`config.mk`:
```
export PLATFORM = sky130hd
export DESIGN_NAME = ddrx_init_sequencer
export DESIGN_NICKNAME = d
export VERILOG_FILES = /design/src/rtl/ddrx_init_sequencer.sv
export SDC_FILE = /design/constraint.sdc
export NUM_CORES = 1
export LEC_CHECK = 0
export ABC_AREA = 1
export BUFFER_PORTS_ARGS = -buffer_cell sky130_fd_sc_hd__buf_4
export CAP_MARGIN = 20
export CORE_ASPECT_RATIO = 1.2
export CORE_MARGIN = 4
export CORE_UTILIZATION = 36
export CTS_CLUSTER_SIZE = 28
export DETAILED_ROUTE_END_ITERATION = 8
export PLACE_DENSITY = 0.58
export SETUP_SLACK_MARGIN = 0.02
export SLEW_MARGIN = 40
export SYNTH_ARGS = -nofsm -noshare
export SYNTH_HDL_FRONTEND = slang
export SYNTH_SLANG_ARGS = --single-unit
```
`constraint.sdc`:
```
create_clock -name ddr_clk -period 6.1 [get_ports ddr_clk]
set_clock_uncertainty 0.05 [all_clocks]
set_input_delay 0.915 -clock ddr_clk [delete_from_list [all_inputs] [get_ports ddr_clk]]
set_output_delay 0.915 -clock ddr_clk [all_outputs]
set_load 0.05 [all_outputs]
```
`src/rtl/ddrx_init_sequencer.sv`:
```
// DDRx power-up sequencer: CKE low hold, tXPR wait, MR2/MR3/MR1/MR0 then ZQCL,
// each followed by its timing gap measured from the command handshake.
module ddrx_init_sequencer #(
    parameter int C_TIMER_WIDTH    = 10,
    parameter int C_CKE_LOW_CYCLES = 16
) (
    input  logic                     ddr_clk,
    input  logic                     ddr_rst,
    input  logic                     init_start,
    input  logic [12:0]              cfg_msr0,
    input  logic [12:0]              cfg_msr1,
    input  logic [12:0]              cfg_msr2,
    input  logic [12:0]              cfg_msr3,
    input  logic [C_TIMER_WIDTH-1:0] cfg_tXPR,
    input  logic [C_TIMER_WIDTH-1:0] cfg_tMRD,
    input  logic [C_TIMER_WIDTH-1:0] cfg_tMOD,
    input  logic [C_TIMER_WIDTH-1:0] cfg_tZQinit,
    output logic                     cke,
    output logic                     cmd_valid,
    input  logic                     cmd_ready,
    output logic [1:0]               cmd_type,
    output logic [2:0]               cmd_ba,
    output logic [15:0]              cmd_addr,
    output logic                     busy,
    output logic                     init_done
);
    localparam int TW = C_TIMER_WIDTH;
    localparam int CW = $clog2(C_CKE_LOW_CYCLES + 1);

    typedef enum logic [2:0] {
        S_IDLE, S_CKE_LOW, S_XPR_WAIT, S_CMD, S_CMD_WAIT, S_DONE
    } state_t;

    state_t        r_state;
    logic [2:0]    r_step;
    logic [TW-1:0] r_cnt;
    logic [CW-1:0] r_cke_cnt;
    logic [12:0]   r_msr0, r_msr1, r_msr2, r_msr3;
    logic [TW-1:0] r_txpr, r_tmrd, r_tmod, r_tzq;

    logic [2:0]    w_sel_step;
    logic [1:0]    w_type;
    logic [2:0]    w_ba;
    logic [15:0]   w_addr;
    logic [TW-1:0] w_wait;
    logic [TW-1:0] w_wait_eff;
    logic          w_adv;

    function automatic logic [TW-1:0] f_eff(input logic [TW-1:0] v);
        return (v == '0) ? TW'(1) : v;
    endfunction

    // Payload for the command about to be issued: step 0 out of XPR_WAIT, else step+1
    assign w_sel_step = (r_state == S_XPR_WAIT) ? 3'd0 : 3'(r_step + 3'd1);

    always_comb begin
        w_type = 2'b01;
        w_ba   = 3'd0;
        w_addr = 16'h0000;
        case (w_sel_step)
            3'd0: begin w_ba = 3'd2; w_addr = {3'b000, r_msr2}; end
            3'd1: begin w_ba = 3'd3; w_addr = {3'b000, r_msr3}; end
            3'd2: begin w_ba = 3'd1; w_addr = {3'b000, r_msr1}; end
            3'd3: begin w_ba = 3'd0; w_addr = {3'b000, r_msr0}; end
            default: begin w_type = 2'b10; w_addr = 16'h0400; end
        endcase
    end

    always_comb begin
        w_wait = r_tmrd;
        if (r_step == 3'd3) w_wait = r_tmod;
        else if (r_step == 3'd4) w_wait = r_tzq;
    end

    assign w_wait_eff = f_eff(w_wait);

    // A one-cycle gap skips CMD_WAIT so back-to-back commands stay valid
    assign w_adv = ((r_state == S_CMD) && cmd_ready && (w_wait_eff == TW'(1)))
                || ((r_state == S_CMD_WAIT) && (r_cnt == '0));

    always_ff @(posedge ddr_clk) begin
        if (ddr_rst) begin
            r_state   <= S_IDLE;
            r_step    <= 3'd0;
            r_cnt     <= '0;
            r_cke_cnt <= '0;
            cke       <= 1'b0;
            cmd_valid <= 1'b0;
            cmd_type  <= 2'b00;
            cmd_ba    <= 3'd0;
            cmd_addr  <= 16'h0000;
            busy      <= 1'b0;
            init_done <= 1'b0;
        end else if (w_adv) begin
            if (r_step == 3'd4) begin
                r_state   <= S_DONE;
                cmd_valid <= 1'b0;
                cmd_type  <= 2'b00;
                cmd_ba    <= 3'd0;
                cmd_addr  <= 16'h0000;
                busy      <= 1'b0;
                init_done <= 1'b1;
            end else begin
                r_state   <= S_CMD;
                r_step    <= w_sel_step;
                cmd_valid <= 1'b1;
                cmd_type  <= w_type;
                cmd_ba    <= w_ba;
                cmd_addr  <= w_addr;
            end
        end else begin
            case (r_state)
                S_IDLE: begin
                    if (init_start) begin
                        r_msr0 <= cfg_msr0;
                        r_msr1 <= cfg_msr1;
                        r_msr2 <= cfg_msr2;
                        r_msr3 <= cfg_msr3;
                        r_txpr <= cfg_tXPR;
                        r_tmrd <= cfg_tMRD;
                        r_tmod <= cfg_tMOD;
                        r_tzq  <= cfg_tZQinit;
                        busy   <= 1'b1;
                        if (C_CKE_LOW_CYCLES == 1) begin
                            cke     <= 1'b1;
                            r_cnt   <= f_eff(cfg_tXPR) - TW'(1);
                            r_state <= S_XPR_WAIT;
                        end else begin
                            r_cke_cnt <= CW'(C_CKE_LOW_CYCLES - 1);
                            r_state   <= S_CKE_LOW;
                        end
                    end
                end
                S_CKE_LOW: begin
                    if (r_cke_cnt == CW'(1)) begin
                        cke     <= 1'b1;
                        r_cnt   <= f_eff(r_txpr) - TW'(1);
                        r_state <= S_XPR_WAIT;
                    end else begin
                        r_cke_cnt <= r_cke_cnt - CW'(1);
                    end
                end
                S_XPR_WAIT: begin
                    if (r_cnt == '0) begin
                        r_step    <= 3'd0;
                        cmd_valid <= 1'b1;
                        cmd_type  <= w_type;
                        cmd_ba    <= w_ba;
                        cmd_addr  <= w_addr;
                        r_state   <= S_CMD;
                    end else begin
                        r_cnt <= r_cnt - TW'(1);
                    end
                end
                S_CMD: begin
                    if (cmd_ready) begin
                        r_cnt     <= w_wait_eff - TW'(2);
                        cmd_valid <= 1'b0;
                        cmd_type  <= 2'b00;
                        cmd_ba    <= 3'd0;
                        cmd_addr  <= 16'h0000;
                        r_state   <= S_CMD_WAIT;
                    end
                end
                S_CMD_WAIT: r_cnt <= r_cnt - TW'(1);
                default: ;
            endcase
        end
    end
endmodule

```
-- Word level (Yosys, flattened, before mapping)
Cells that the tools add are included.
- register bits: 138
- bits in latches: 0
- RAM bits: 0
- bits in read-only memories: 0
- bits of input ports: 96
- output and inout port bits: 25
- word-level logic and storage cells: 125
- memories: 0
- add/sub/neg operators: 5
- multipliers: 0
- divide/modulo/power cells: 0
- order comparisons: 0
- equal/unequal tests: 22
- shift operators: 0
- mux-type cells: 50
- bitwise gates (word level): 2
- reduce and logical (&&, ||, !) cells: 27
- operator list (kind ; number):
    2-to-1 mux 10 bit ; 7
    2-to-1 mux 16 bit ; 4
    case mux 13 bit (4 select lines) ; 1
    2-to-1 mux 3 bit ; 15
    case mux 10 bit (4 select lines) ; 1
    case mux 16 bit (2 select lines) ; 1
    logical NOT 10 bit ; 3
    subtractor 10 x 1 -> 10 bit, second input constant ; 2
    equality test 3 x 2 -> 1 bit, second input constant ; 5
    != test 2 bit, second input constant ; 6
    case mux 3 bit (4 select lines) ; 1
    AND reduction 3 bit ; 4
    equality test 10 x 1 -> 1 bit, second input constant ; 1
    2-to-1 mux 2 bit ; 5
    2-to-1 mux 5 bit ; 2
    case mux 5 bit (2 select lines) ; 1
    AND reduction 5 bit ; 2
    nonzero test 2 bit ; 5
    subtractor 10 x 2 -> 10 bit, second input constant ; 1
    != test 3 bit, second input constant ; 3
    2-to-1 mux 1 bit ; 8
    AND reduction 4 bit ; 2
    equality test 3 x 1 -> 1 bit, second input constant ; 2
    equality test 3 bit, second input constant ; 2
    other kinds (18) ; 22

-- Depth between registers and ports, before layout
Gate-level depths: netlist of run 1.
- depth after elaboration: 10
- mapped depth: 17
- gate-level depth less buffers: 15

-- Worst setup path before layout of run 1
OpenSTA, ideal clock, no wires.
- path kind: input port to flip-flop
- start point: input port ddr_rst
- end point: register r_msr0[0] (enable)
- arrival time: 5.036 ns
- data required time: 5.507 ns
- path slack: 0.471 ns
- cell stages on the path: 2
- cell sequence: buf_1 -> nor2_1
- word-level cells in the longest chain between the ends: 2
- ends and longest elaborated chain (element ; line ; text):
    start, declared ; 8 ; input logic ddr_rst,
    NOT 1 bit (no line) ; -- ;
    AND reduction 4 bit (no line) ; -- ;
    end signal, assigned ; 115 ; r_msr0 <= cfg_msr0;
    end, declared ; 38 ; logic [12:0] r_msr0, r_msr1, r_msr2, r_msr3;
Every way passes these cells.
A chain may end at the register's enable or synchronous reset.

-- Worst setup path in the final report of run 1
- start point: register r_step[0]
- end point: register r_step[1]
- word-level cells in the longest chain between the ends: 10
- elaborated cells on any way between the ends: 17
- those cells by class: add/sub (1); eq/ne (4); mux (6); reduce/logical (6)
- ends and longest elaborated chain (element ; line ; text):
    start, declared ; 35 ; logic [2:0] r_step;
    start signal, assigned ; 105 ; r_step <= w_sel_step;
    equality test 3 bit ; 72, 95 ;
    2-to-1 mux 10 bit ; 72 ; else if (r_step == 3'd4) w_wait = r_tzq;
    2-to-1 mux 10 bit ; 71 ; if (r_step == 3'd3) w_wait = r_tmod;
    logical NOT 10 bit ; 50 ; return (v == '0) ? TW'(1) : v;
    2-to-1 mux 10 bit ; 50 ;
    equality test 10 x 1 -> 1 bit ; 78 ; assign w_adv = ((r_state == S_CMD) && cmd_ready && (w_wait_eff == TW'(1)))
    logical AND 1 bit ; 78 ;
    logical OR 1 bit ; 79 ; || ((r_state == S_CMD_WAIT) && (r_cnt == '0));
    != test 2 bit (no line) or nonzero test 2 bit (tied branches) ; -- ;
    AND reduction 3 bit (no line) ; -- ;
Parallel ways exist; a longest one is shown, timed or not. The select of a mux whose other input is x is not followed.

==> summary.md, run 1 <==
* 116 — number of port buffers
* 0.0002224 V — largest voltage drop on the vdd net
* 14.85 mm — wire length reported by the detailed router
* 129.4 um — x dimension of the die
* 0.01988 mm2 — full die area
* 17 — cts bufs inserted
* 0 — final count of pins violating max slew
* flop to flop — path class of the lowest-slack min-delay path
* 6 — drt first pass iters
* 0.5663 — share of the yosys chip area belonging to registers
* 121 — I/O pin total
* 0 — Finish-stage setup viols
* sky130_fd_sc_hd__nand2_1 — most frequent standard cell in the layout excluding fill and tap cells
* sky130_fd_sc_hd__edfxtp_1 — most used flip-flop cell after synthesis
* no — RSZ-0062 raised after global routing
* 0.01744 mm2 — core area
* 92 — number of synthesized flops with an enable pin
* 134 — synthesized flop and latch total
* 0.42 ns — worst skew pair latency
* 3.08 ns — data arrival time at the worst-slack endpoint
* 0 — antenna cell count
* 6.40 ns — data required time at the worst endpoint
* 701 — number of instances in the synthesized netlist
* 4686 — vias in the first global route
* 0 — antenna violations before repair
* 0 — number of warnings issued by yosys
* 25.30% — Area growth, synth to finish
* 0.7919 ns — transition time of the tightest slew-check pin
* sky130_fd_sc_hd__edfxtp_1 (43%), sky130_fd_sc_hd__dfxtp_1 (13%), sky130_fd_sc_hd__nand2_1 (13%) — cell types with the largest area share after synthesis
* 2 — Max clock buf depth
* 0 — MaxCap Viol Count
* 23.78 mm — global-route wire length before repair
* 0.4341 — share of Yosys cell area claimed by the top area cell type
* flop — kind of end point of the critical path
* 32 — largest fanout on the critical path
* 134 — sink count of the clock tree
* flop to flop — startpoint-to-endpoint class of the critical path
* 244 — DRT iter0 DRCs
* 0 ns — Setup TNS
* 4 — H-tree depth
* 0.1556 — overall fraction of global-route tracks in use
* sky130_fd_sc_hd__edfxtp_1 — library cell with the largest summed area after synthesis
* 0.007974 mm2 — Layout Cell Area excl Fill
* 0 — Resize count post-CTS
* 62 — pin count of the biggest net entering global routing
* 0.006364 mm2 — Post-Syn Area
* 0.4568 — share of the clock period used by the worst path after layout
* flop — critical path launch point type
* 0 — hold violation count in the final report
* 425.2 mW/mm2 — Power per Cell Area
* sky130_fd_sc_hd__nand2_1 (215), sky130_fd_sc_hd__buf_4 (118), sky130_fd_sc_hd__edfxtp_1 (92) — most frequent cells in the layout
* 0 — final routed DRC violation total
* 0 — antenna violation net count after detailed routing
* 0.007365 mm2 — Placed Instance Area
* 3.307 nW — leakage component of the power
* 2.787 ns — final critical delay including setup and external delays
* 4.605 — via density per instance
* 9.078 um2 — Avg Cell Area, Syn
* yes — clock tree from TritonCTS
* 53 — placement row count
* 0 — grt total ovfl
* 0 — number of post-CTS setup repair buffers
* 4812 — via count
* 10.60 mm — detailed placer's ending HPWL
* 0.003391 W — overall power after layout
* 0.05 ns — clock slew at the register clock pins of the worst setup and hold paths
* 46 — unique cell type count in the Yosys netlist
* sky130_fd_sc_hd__clkbuf_16 — clk root buf
* 0.2327 — layout cells sized above 1
* 0.4572 — post-route core utilization
* 14.21 um — mean routed wirelength per cell
* 915 — nets
* 0.4720 — worst slew margin relative to its limit
* finished clean — outcome
* 0 — share of synthesized flip-flops with an asynchronous set or reset
* 358.8 MHz — Fmax achieved
* 153.6 um — Die H
* 0.7916 — routability congestion estimate from global placement
* 0 — Post-CTS Hold Fix Bufs
* 0.3649 — Initial Utilization
-- synth_stat cells, types with 4 or more instances --
| library cell | instances |
|---|---|
| sky130_fd_sc_hd__ha_1 | 7 |
| sky130_fd_sc_hd__o21ai_1 | 18 |
| sky130_fd_sc_hd__inv_2 | 7 |
| sky130_fd_sc_hd__buf_4 | 14 |
| sky130_fd_sc_hd__nand2_2 | 8 |
| sky130_fd_sc_hd__dfxtp_1 | 42 |
| sky130_fd_sc_hd__buf_6 | 5 |
| sky130_fd_sc_hd__inv_1 | 35 |
| sky130_fd_sc_hd__nand3_1 | 46 |
| sky130_fd_sc_hd__a21oi_2 | 11 |
| sky130_fd_sc_hd__o21ai_0 | 28 |
| sky130_fd_sc_hd__clkbuf_1 | 5 |
| sky130_fd_sc_hd__or2_1 | 6 |
| sky130_fd_sc_hd__nand2_1 | 215 |
| sky130_fd_sc_hd__nor3_1 | 8 |
| sky130_fd_sc_hd__nand4_1 | 5 |
| sky130_fd_sc_hd__nor2_2 | 4 |
| sky130_fd_sc_hd__nor2_1 | 69 |
| sky130_fd_sc_hd__edfxtp_1 | 92 |
| sky130_fd_sc_hd__a21oi_1 | 32 |
-- registers in the layout (all words and copies together) (netlist names), 3 cells and up --
register,cells
r_msr0,13
r_txpr,10
r_cnt,10
r_msr3,13
r_tmrd,10
r_msr1,13
r_tmod,10
r_cke_cnt,5
r_state,3
r_msr2,13
r_tzq,10
r_step,3
cmd_addr,13
-- routing by layer --
layer / routed length [um] / vias to the layer above / global-route usage / share of wire
met5: 0 / - / 0 / 0
met4: 153 / 0 / 0.05103 / 0.010
met3: 940 / 10 / 0.05281 / 0.063
met2: 7631 / 107 / 0.2646 / 0.51
met1: 6129 / 2129 / 0.1834 / 0.41
li1: - / 2566 / - / -
-- critical path: stages, from the launching register on --
cell and delay [ns]:
sky130_fd_sc_hd__dfxtp_1 0.34, sky130_fd_sc_hd__inv_1 0.11, sky130_fd_sc_hd__ha_1 0.41, sky130_fd_sc_hd__nand2_4 0.22, sky130_fd_sc_hd__nand2_1 0.11, sky130_fd_sc_hd__nand3_1 0.06
sky130_fd_sc_hd__o21ai_1 0.14, sky130_fd_sc_hd__inv_2 0.11, sky130_fd_sc_hd__nor2_8 0.15, sky130_fd_sc_hd__nand3_4 0.15, sky130_fd_sc_hd__nand2_4 0.31, sky130_fd_sc_hd__nand2_1 0.15
sky130_fd_sc_hd__nand3_1 0.18, sky130_fd_sc_hd__nand2_1 0.07, sky130_fd_sc_hd__a21oi_1 0.14
-- worst paths after layout --
kind | start | to | slack [ns] | cells after the start
worst max-delay path | r_step[0] | r_step[1] | 3.31 | 14
worst min-delay path | busy | busy | 0.40 | 2
worst max register to register | r_step[0] | r_step[1] | 3.31 | 14
worst min register to register | busy | busy | 0.40 | 2
-- cell families after synthesis --
logic type | Yosys count | synth area share
XOR/XNOR | 1 | 0.001377
buffers and inverters | 74 | 0.05918
adder cells (fa/ha/maj) | 7 | 0.01376
AND/OR/NAND/NOR | 384 | 0.2698
AO/OA/AOI/OAI | 100 | 0.08907
flip-flops | 134 | 0.5663
other | 1 | 0.0005893
-- power breakdown --
| part | switching, W | internal, W | total (W) |
|---|---|---|---|
| Sequential | 0.0000816 | 0.00116 | 0.00124 |
| Combinational | 0.000734 | 0.000363 | 0.00110 |
| Clock | 0.000361 | 0.000693 | 0.00105 |
| Total | 0.00118 | 0.00221 | 0.00339 |
-- per-stage QoR --
| stage | hold slack (ns) | worst slack [ns] | instances |
|---|---|---|---|
| 2_1_floorplan | 0.3939 | 0.4706 | 704 |
| 3_3_place_gp | 0.4037 | 2.893 | 1012 |
| 3_5_place_dp | 0.3972 | 3.210 | 1013 |
| 4_1_cts | 0.4049 | 3.280 | 1045 |
| 5_1_grt | 0.4245 | 2.933 | 1045 |
| 6_report | 0.4009 | 3.313 | 1045 |
-- layout make-up --
cell class / count / area (um2)
clock buffer: 23 / 457.9
clock inverter: 9 / 151.4
fill: 1712 / 9467
inverter: 44 / 170.2
multi-input combinational: 496 / 2402
sequential: 134 / 3603
tap: 220 / 275.3
timing repair buffer: 119 / 913.4
Power figures use the tool's default switching activity.
==> run 2, diff against run 1 <==
- ABC_AREA: 1 -> 0
- PLACE_DENSITY: 0.58 -> 0.6
- clock period: 6.1 -> 2.5 ns (I/O delays scaled with it)
==> run 2 against run 1 <==
The flow now finishes with violations (setup timing). Total power rose to 3.1 times the previous value. Register-to-register slack lost 3.5 ns. Final area grew 8.0%. Critical path type unchanged. Highest routed layer unchanged.
==> summary.md, run 2 <==
* 0 — antenna violation net count after detailed routing, unchanged
* 785 — nets, -14%
* sky130_fd_sc_hd__clkbuf_16 — clk root buf
* 134 — synthesized flop and latch total, unchanged
* 5.295 — via density per instance, +15%
* 51 — placement row count, -3.8%
* flop to flop — startpoint-to-endpoint class of the critical path
* setup timing — violations in the final reports
* -0.2202 ns — post-placement setup slack, -3.430 ns
* -0.16 ns — FF-to-FF setup slack, -3.48 ns
* 11.74 mm — detailed placer's ending HPWL, +11%
* 0.309 — sequential power share, -0.057
* sky130_fd_sc_hd__edfxtp_1 — count leader, synth
* sky130_fd_sc_hd__buf_4 — most frequent standard cell in the layout excluding fill and tap cells
* -0.1625 ns — setup ws final, -3.476 ns
* 121 — I/O pin total, unchanged
* r_msr1[8] — Min-Delay Endpoint
* sky130_fd_sc_hd__edfxtp_1 (46%), sky130_fd_sc_hd__dfxtp_1 (14%), sky130_fd_sc_hd__nand2_1 (2.8%) — cell types with the largest area share after synthesis
* 3.302 nW — leakage component of the power, -0.15%
* 375.6 MHz — Fmax achieved, +4.7%
* 1398 — Filler Cells Inserted, -18%
* 0.1940 — routing usage on met1, +0.01064
* 0.3777 — net switching share of the total power, +0.03056
* -3.589 ns — Setup TNS, -3.589 ns
* 116 — number of port buffers, unchanged
* 0.5313 — post-route core utilization, +0.07406
* 0.42 ns — worst skew pair latency, about the same
* 2 — count of buffer and inverter cells on the critical path, unchanged
* 484 — number of instances in the synthesized netlist, -31%
* 0.008611 mm2 — Layout Cell Area excl Fill, +8.0%
* 0 — hold violation count in the final report, unchanged
* 0.469 — part of the power in combinational logic, +0.146
* 0 — final routed DRC violation total, unchanged
* sky130_fd_sc_hd__ha_4 — most repeated library cell on the critical path
* 0.5131 — worst slew margin relative to its limit, +0.04101
* r_step[0] — startpoint of the most critical register-to-register path
* 2.94 ns — data arrival time at the worst-slack endpoint, -0.14 ns
* input pin to flop — path class of the lowest-slack min-delay path
* 2.78 ns — data required time at the worst endpoint, -3.62 ns
* 0.4638 — share of Yosys cell area claimed by the top area cell type, +0.02964
* 4803 — via count, -0.19%
* 148.9 um — Die H, -3.1%
* met2 — layer with the highest usage after global routing
* flop — kind of end point of the critical path
* 4 — H-tree depth, unchanged
* 2 — Max clock buf depth, unchanged
* 0.003929 W — net switching component of the power, +230%
* 2.662 ns — final critical delay including setup and external delays, -0.1242 ns
* 0.005957 mm2 — Post-Syn Area, -6.4%
* 0.01621 mm2 — core area, -7.1%
* 0.06 ns — clock slew at the register clock pins of the worst setup and hold paths, about the same
* ha_4 > ha_4 > buf_8 > nand4b_1 > o311a_1 > nand4_4 > or4_4 > o21a_4 > clkbuf_16 > o31ai_1 — critical path cell sequence
* 0 — share of synthesized flip-flops with an asynchronous set or reset, unchanged
* 20 — largest fanout on the critical path, -38%
* 5080 — vias in the first global route, +8.4%
* 0 — antenna cell count, unchanged
* 12.31 um2 — Avg Cell Area, Syn, +36%
* 0.7281 ns — transition time of the tightest slew-check pin, -0.06385 ns
* 0 — grt total ovfl, unchanged
* 0.1768 — overall fraction of global-route tracks in use, +0.02120
* 17 — cts bufs inserted, unchanged
* 93 — pin count of the biggest net entering global routing, +50%
* cmd_addr[12] — Crit Reg-Reg Endpoint
* 0.3675 — Initial Utilization, +0.002656
* 306 — DRT iter0 DRCs, +25%
* sky130_fd_sc_hd__edfxtp_1 (92), sky130_fd_sc_hd__nand2_1 (44), sky130_fd_sc_hd__dfxtp_1 (42) — top cells by count, synth
* sky130_fd_sc_hd__edfxtp_1 — library cell with the largest summed area after synthesis
* 125.4 um — x dimension of the die, -3.0%
* 0.8728 — routability congestion estimate from global placement, +10%
* 0.06340 — met3 Use GR, +0.01058
* 1 — worst hold path cell count, -1
* 0 — final count of pins violating max slew, unchanged
* 1.065 — share of the clock period used by the worst path after layout, +0.6081
* 0.006474 W — P_int, +190%
* yes — clock tree from TritonCTS
* 0 — number of warnings issued by yosys, unchanged
* 44.55% — Area growth, synth to finish
* 69 — unique cell type count in the Yosys netlist, +50%
* 0.222 — Clk network pwr share, -0.089
* cfg_msr1[8] — Hold Startpoint
* 25.89 mm — global-route wire length before repair, +8.8%
* sky130_fd_sc_hd__edfxtp_1 — most used flip-flop cell after synthesis
* 0.4403 — layout cells sized above 1, +0.2076
* 0.01868 mm2 — full die area, -6.0%
* 18.21 um — mean routed wirelength per cell, +28%
* 0 — MaxCap Viol Count, unchanged
* 0.0009201 V — largest voltage drop on the vdd net, +310%
* 5 — drt first pass iters, -1
* 0.3102 — met2 track demand over resource in global routing, +0.04565
* 33 — Finish-stage setup viols, +33
* 0.007607 mm2 — Placed Instance Area, +3.3%
* yes — RSZ-0062 raised after global routing
* sky130_fd_sc_hd__buf_4 (193), sky130_fd_sc_hd__edfxtp_1 (92), sky130_fd_sc_hd__nand2_1 (43) — most frequent cells in the layout
* 1208 mW/mm2 — Power per Cell Area, +180%
* 0 — antenna violations before repair, unchanged
* complete, but fails checks — outcome
* 0.01040 W — overall power after layout, +210%
* 10 — Worst R2R Path Depth, -4
* 0.6049 — share of the yosys chip area belonging to registers, +0.03865
* 16.52 mm — wire length reported by the detailed router, +11%
* sky130_fd_sc_hd__or4_4 — Critical Path Slowest Stage Cell
* flop — critical path launch point type
* 92 — number of synthesized flops with an enable pin, unchanged
* simple AND/OR/NAND/NOR gates — cell family with most CP delay
* 134 — sink count of the clock tree, unchanged
* 0.55 ns — slowest cell delay on critical path, +0.14 ns
## run 2: changes by cell type after synthesis, moves of 13 or more
cell                       before  now
sky130_fd_sc_hd__o21ai_1       18    4
sky130_fd_sc_hd__nand3_1       46    4
sky130_fd_sc_hd__a21boi_0       0   13
sky130_fd_sc_hd__inv_1         35   16
sky130_fd_sc_hd__nand2_1      215   44
sky130_fd_sc_hd__nor2_1        69   23
## run 2: worst register-to-register path, delay by kind of cell, from the launching register on
family | cells | cell delay (ns)
AOI/OAI and AO/OA | 3 | 0.69
adders and majority gates | 2 | 0.30
buffers and inverters | 2 | 0.34
DFF | 1 | 0.36
and+or+nand+nor | 3 | 0.82
## run 2: worst max-delay path by stage
stage / from / end / slack (ns) / depth (start not counted)
CTS: r_step[0] / cmd_addr[4] / -0.14 / 9
global placement: r_step[0] / r_cnt[6] / -0.17 / 9
global route: r_step[1] / r_cnt[6] / -0.23 / 11
floorplan: r_step[0] / cmd_addr[10] / -0.29 / 12
finish: r_step[0] / cmd_addr[12] / -0.16 / 10
detailed placement: r_step[0] / r_cnt[6] / -0.22 / 9
## run 2: cell type report
type / count / area (um2) / share of cell area
clock buffers: 23 / 490.5 / 0.05696
flip-flops and latches: 134 / 3610 / 0.4192
clock inverters: 9 / 65.06 / 0.007556
repair buffers: 205 / 1635 / 0.1899
well taps: 212 / 265.3 / 0.03080
inverters: 18 / 67.56 / 0.007847
multi-input cells: 306 / 2477 / 0.2877
## run 2: layer usage
layer  routed length, um  vias to the layer above
li1                    -                     2279
met4                 416                        0
met5                   0                        -
met3                1248                       32
met1                6298                     2326
met2                8558                      166
## run 2: what timing repair did
action                                  4_1_cts  5_1_grt
endpoints found under the setup margin       34       36
gates resized for setup                      40       25
cloned                                        2        1
hold buffers                                  0        0
pin swaps                                    21        4
setup buffers                                 9        5
## run 2: cells by family (layout without fill, tap and decap cells)
group	after synthesis	in the layout	share of synthesized area
xor gates and xnor gates	18	18	0.02647
adders and majority gates	7	7	0.01470
DFF	134	134	0.6049
buffers and inverters	47	255	0.03949
muxes	12	12	0.02037
and+or+nand+nor	132	132	0.1183
other	1	4	0.0006295
AOI/OAI and AO/OA	133	133	0.1752
## run 2: power groups by stage
| stage | clock network [W] | registers [W] | logic [W] |
|---|---|---|---|
| 3_5_place_dp | 0 | 0.00325 | 0.00422 |
| 3_3_place_gp | 0 | 0.00324 | 0.00416 |
| 4_1_cts | 0.00236 | 0.00321 | 0.00465 |
| 5_1_grt | 0.00247 | 0.00326 | 0.00523 |
| 6_report | 0.00231 | 0.00321 | 0.00487 |
| 2_1_floorplan | 0 | 0.00366 | 0.00215 |
## run 2: through the flow
stage / hold slack [ns] / std cells
6_report: 0.07808 / 907
3_3_place_gp: 0.3873 / 860
2_1_floorplan: 0.4122 / 487
3_5_place_dp: 0.3920 / 860
4_1_cts: 0.06024 / 903
5_1_grt: 0.05864 / 907
==> run 3, diff against run 2 <==
- clock period: 2.5 -> 2.4 ns (I/O delays scaled with it)
==> run 3 against run 2 <==
The flow still finishes with violations (setup timing). Final cell count grew 0.33%. Final area shrank 0.22%. Die area is the same. Via count shrank 2.3%. Sequential cell count is the same. Maximum frequency grew 2.2%. Critical path depth shrank 1. Sequential share of layout area grew 0.12 points. Total power grew 4.8%. Worst hold slack lost 0.020 ns. Register-to-register slack lost 0.04 ns. First-iteration DRC count shrank 16%. Highest routed layer unchanged.
==> summary.md, run 3 (synthesis results as in run 2) <==
* 0.42 ns — worst skew pair latency, about the same
* 0.01090 W — overall power after layout, +4.8%
* 1269 mW/mm2 — Power per Cell Area, +5.0%
* 11.78 mm — detailed placer's ending HPWL, +0.38%
* 1.085 — share of the clock period used by the worst path after layout, +0.02010
* 0 — antenna violations before repair, unchanged
* 0.006845 W — P_int, +5.7%
* 2.89 ns — data arrival time at the worst-slack endpoint, -0.05 ns
* 5.156 — via density per instance, -2.6%
* cmd_addr[0] — Worst Setup EP
* 2.68 ns — data required time at the worst endpoint, -0.10 ns
* 257 — DRT iter0 DRCs, -16%
* 0 — hold violation count in the final report, unchanged
* 0 — antenna cell count, unchanged
* 384.0 MHz — Fmax achieved, +2.2%
* 4692 — via count, -2.3%
* sky130_fd_sc_hd__clkbuf_16 — clk root buf
* flop — kind of end point of the critical path
* 0 — MaxCap Viol Count, unchanged
* r_step[0] — startpoint of the most critical register-to-register path
* 121 — I/O pin total, unchanged
* 0.3675 — Initial Utilization, unchanged
* 36 — Finish-stage setup viols, +9.1%
* setup timing — violations in the final reports
* 8 — drt first pass iters, +3
* 4 — H-tree depth, unchanged
* 0 — grt total ovfl, unchanged
* 0.06 ns — clock slew at the register clock pins of the worst setup and hold paths, about the same
* 2.604 ns — final critical delay including setup and external delays, -0.05826 ns
* 0.1751 — overall fraction of global-route tracks in use, -0.001687
* 0.5301 — post-route core utilization, -0.001157
* 16.21 mm — wire length reported by the detailed router, -1.9%
* flop to flop — startpoint-to-endpoint class of the critical path
* 0.01868 mm2 — full die area, unchanged
* 19 — largest fanout on the critical path, -5.0%
* flop — critical path launch point type
* input pin to flop — path class of the lowest-slack min-delay path
* 0.0006333 V — largest voltage drop on the vdd net, -31%
* 0.004055 W — net switching component of the power, +3.2%
* yes — clock tree from TritonCTS
* complete, but fails checks — outcome
* 0.8892 — routability congestion estimate from global placement, +1.9%
* 44.23% — Area growth, synth to finish
* r_step[0] — Crit. Startpoint
* 0.243 — Clk network pwr share, +0.021
* 0 — antenna violation net count after detailed routing, unchanged
* 51 — placement row count, unchanged
* 0 — final routed DRC violation total, unchanged
* 9 — Worst R2R Path Depth, -1
* -4.748 ns — Setup TNS, -1.158 ns
* yes — RSZ-0062 raised after global routing
* 0.306 — sequential power share, -0.003
* 25.69 mm — global-route wire length before repair, -0.77%
* 0.01621 mm2 — core area, unchanged
* 17 — cts bufs inserted, unchanged
* -0.20 ns — FF-to-FF setup slack, -0.04 ns
* sky130_fd_sc_hd__buf_4 (202), sky130_fd_sc_hd__edfxtp_1 (92), sky130_fd_sc_hd__nand2_1 (43) — most frequent cells in the layout
* 0.05795 ns — worst slack on hold paths, -0.02012 ns
* 116 — number of port buffers, unchanged
* 0.451 — part of the power in combinational logic, -0.018
* 0.4384 — layout cells sized above 1, -0.001892
* 1 — worst hold path cell count, unchanged
* cmd_addr[0] — Crit Reg-Reg Endpoint
* 0.4999 — worst slew margin relative to its limit, -0.01320
* 148.9 um — Die H, unchanged
* 5080 — vias in the first global route, unchanged
* 125.4 um — x dimension of the die, unchanged
* -0.2042 ns — setup ws final, -0.04174 ns
* 3.287 nW — leakage component of the power, -0.44%
* 0 — Post-CTS Hold Fix Bufs, unchanged
* 2 — Max clock buf depth, unchanged
* -0.3457 ns — post-placement setup slack, -0.1255 ns
* 0 — final count of pins violating max slew, unchanged
* 134 — sink count of the clock tree, unchanged
* 17.81 um — mean routed wirelength per cell, -2.2%
* 93 — pin count of the biggest net entering global routing, unchanged
* 0.3720 — net switching share of the total power, -0.005660
* 788 — nets, +0.38%
* 0.7478 ns — transition time of the tightest slew-check pin, +0.01973 ns
* sky130_fd_sc_hd__buf_4 — most frequent standard cell in the layout excluding fill and tap cells
## run 3: cell count changes in the layout (fill, tap and decap cells not counted), sizes merged
cell,before,now
clkinvlp,1,3
clkbuf,24,19
bufinv,0,3
clkinv,4,3
buf,204,208
## run 3: stage by stage
| stage | cells | instance area, um2 |
|---|---|---|
| after global routing | 910 | 8592 |
| after global placement | 874 | 7715 |
| after detailed placement | 874 | 7727 |
| after CTS | 909 | 8464 |
| after floorplan | 487 | 6075 |
| final | 910 | 8592 |
## run 3: layout make-up
type | instances | area (um2)
inverters | 18 | 67.56
well taps | 212 | 265.3
fillers | 1432 | 7616
clock inverters | 13 | 170.2
flip-flops and latches | 134 | 3612
repair buffers | 208 | 1610
multi-input cells | 306 | 2434
clock buffers | 19 | 432.9
## run 3: worst min-delay path by stage
stage | start | endpoint | slack (ns)
finish | cfg_tZQinit[0] | r_tzq[0] | 0.06
global placement | cmd_type[1] | cmd_type[1] | 0.39
floorplan | cfg_msr0[0] | r_msr0[0] | 0.41
CTS | cfg_msr1[0] | r_msr1[0] | 0.04
global route | cfg_msr2[3] | r_msr2[3] | 0.04
detailed placement | cmd_addr[1] | cmd_addr[1] | 0.40
## run 3: timing repair
action                                  in CTS  in global routing
resized for setup                           26                 24
endpoints found under the setup margin      36                 40
pin swaps                                    8                  6
setup buffers                                3                  1
## run 3: power by group through the flow
stage	Clock [W]	Sequential (W)	Combinational (W)
floorplan	0	0.00381	0.00224
global placement	0	0.00336	0.00454
detailed placement	0	0.00336	0.00462
CTS	0.00271	0.00333	0.00478
global route	0.00280	0.00339	0.00533
finish	0.00265	0.00334	0.00491
## run 3: routing by layer
layer / global-route usage / share of wire
met1: 0.2035 / 0.40
met2: 0.3051 / 0.52
met3: 0.05372 / 0.061
met4: 0.06453 / 0.020
met5: 0 / 0
## run 3: worst max-delay path, cell delays in order (launching register included)
cell and delay [ns]:
sky130_fd_sc_hd__dfxtp_4 0.35, sky130_fd_sc_hd__ha_4 0.16, sky130_fd_sc_hd__ha_4 0.18, sky130_fd_sc_hd__and2_1 0.17, sky130_fd_sc_hd__a311oi_4 0.34, sky130_fd_sc_hd__nand4_4 0.17
sky130_fd_sc_hd__or4_4 0.52, sky130_fd_sc_hd__o21a_1 0.21, sky130_fd_sc_hd__buf_12 0.17, sky130_fd_sc_hd__o31ai_2 0.19
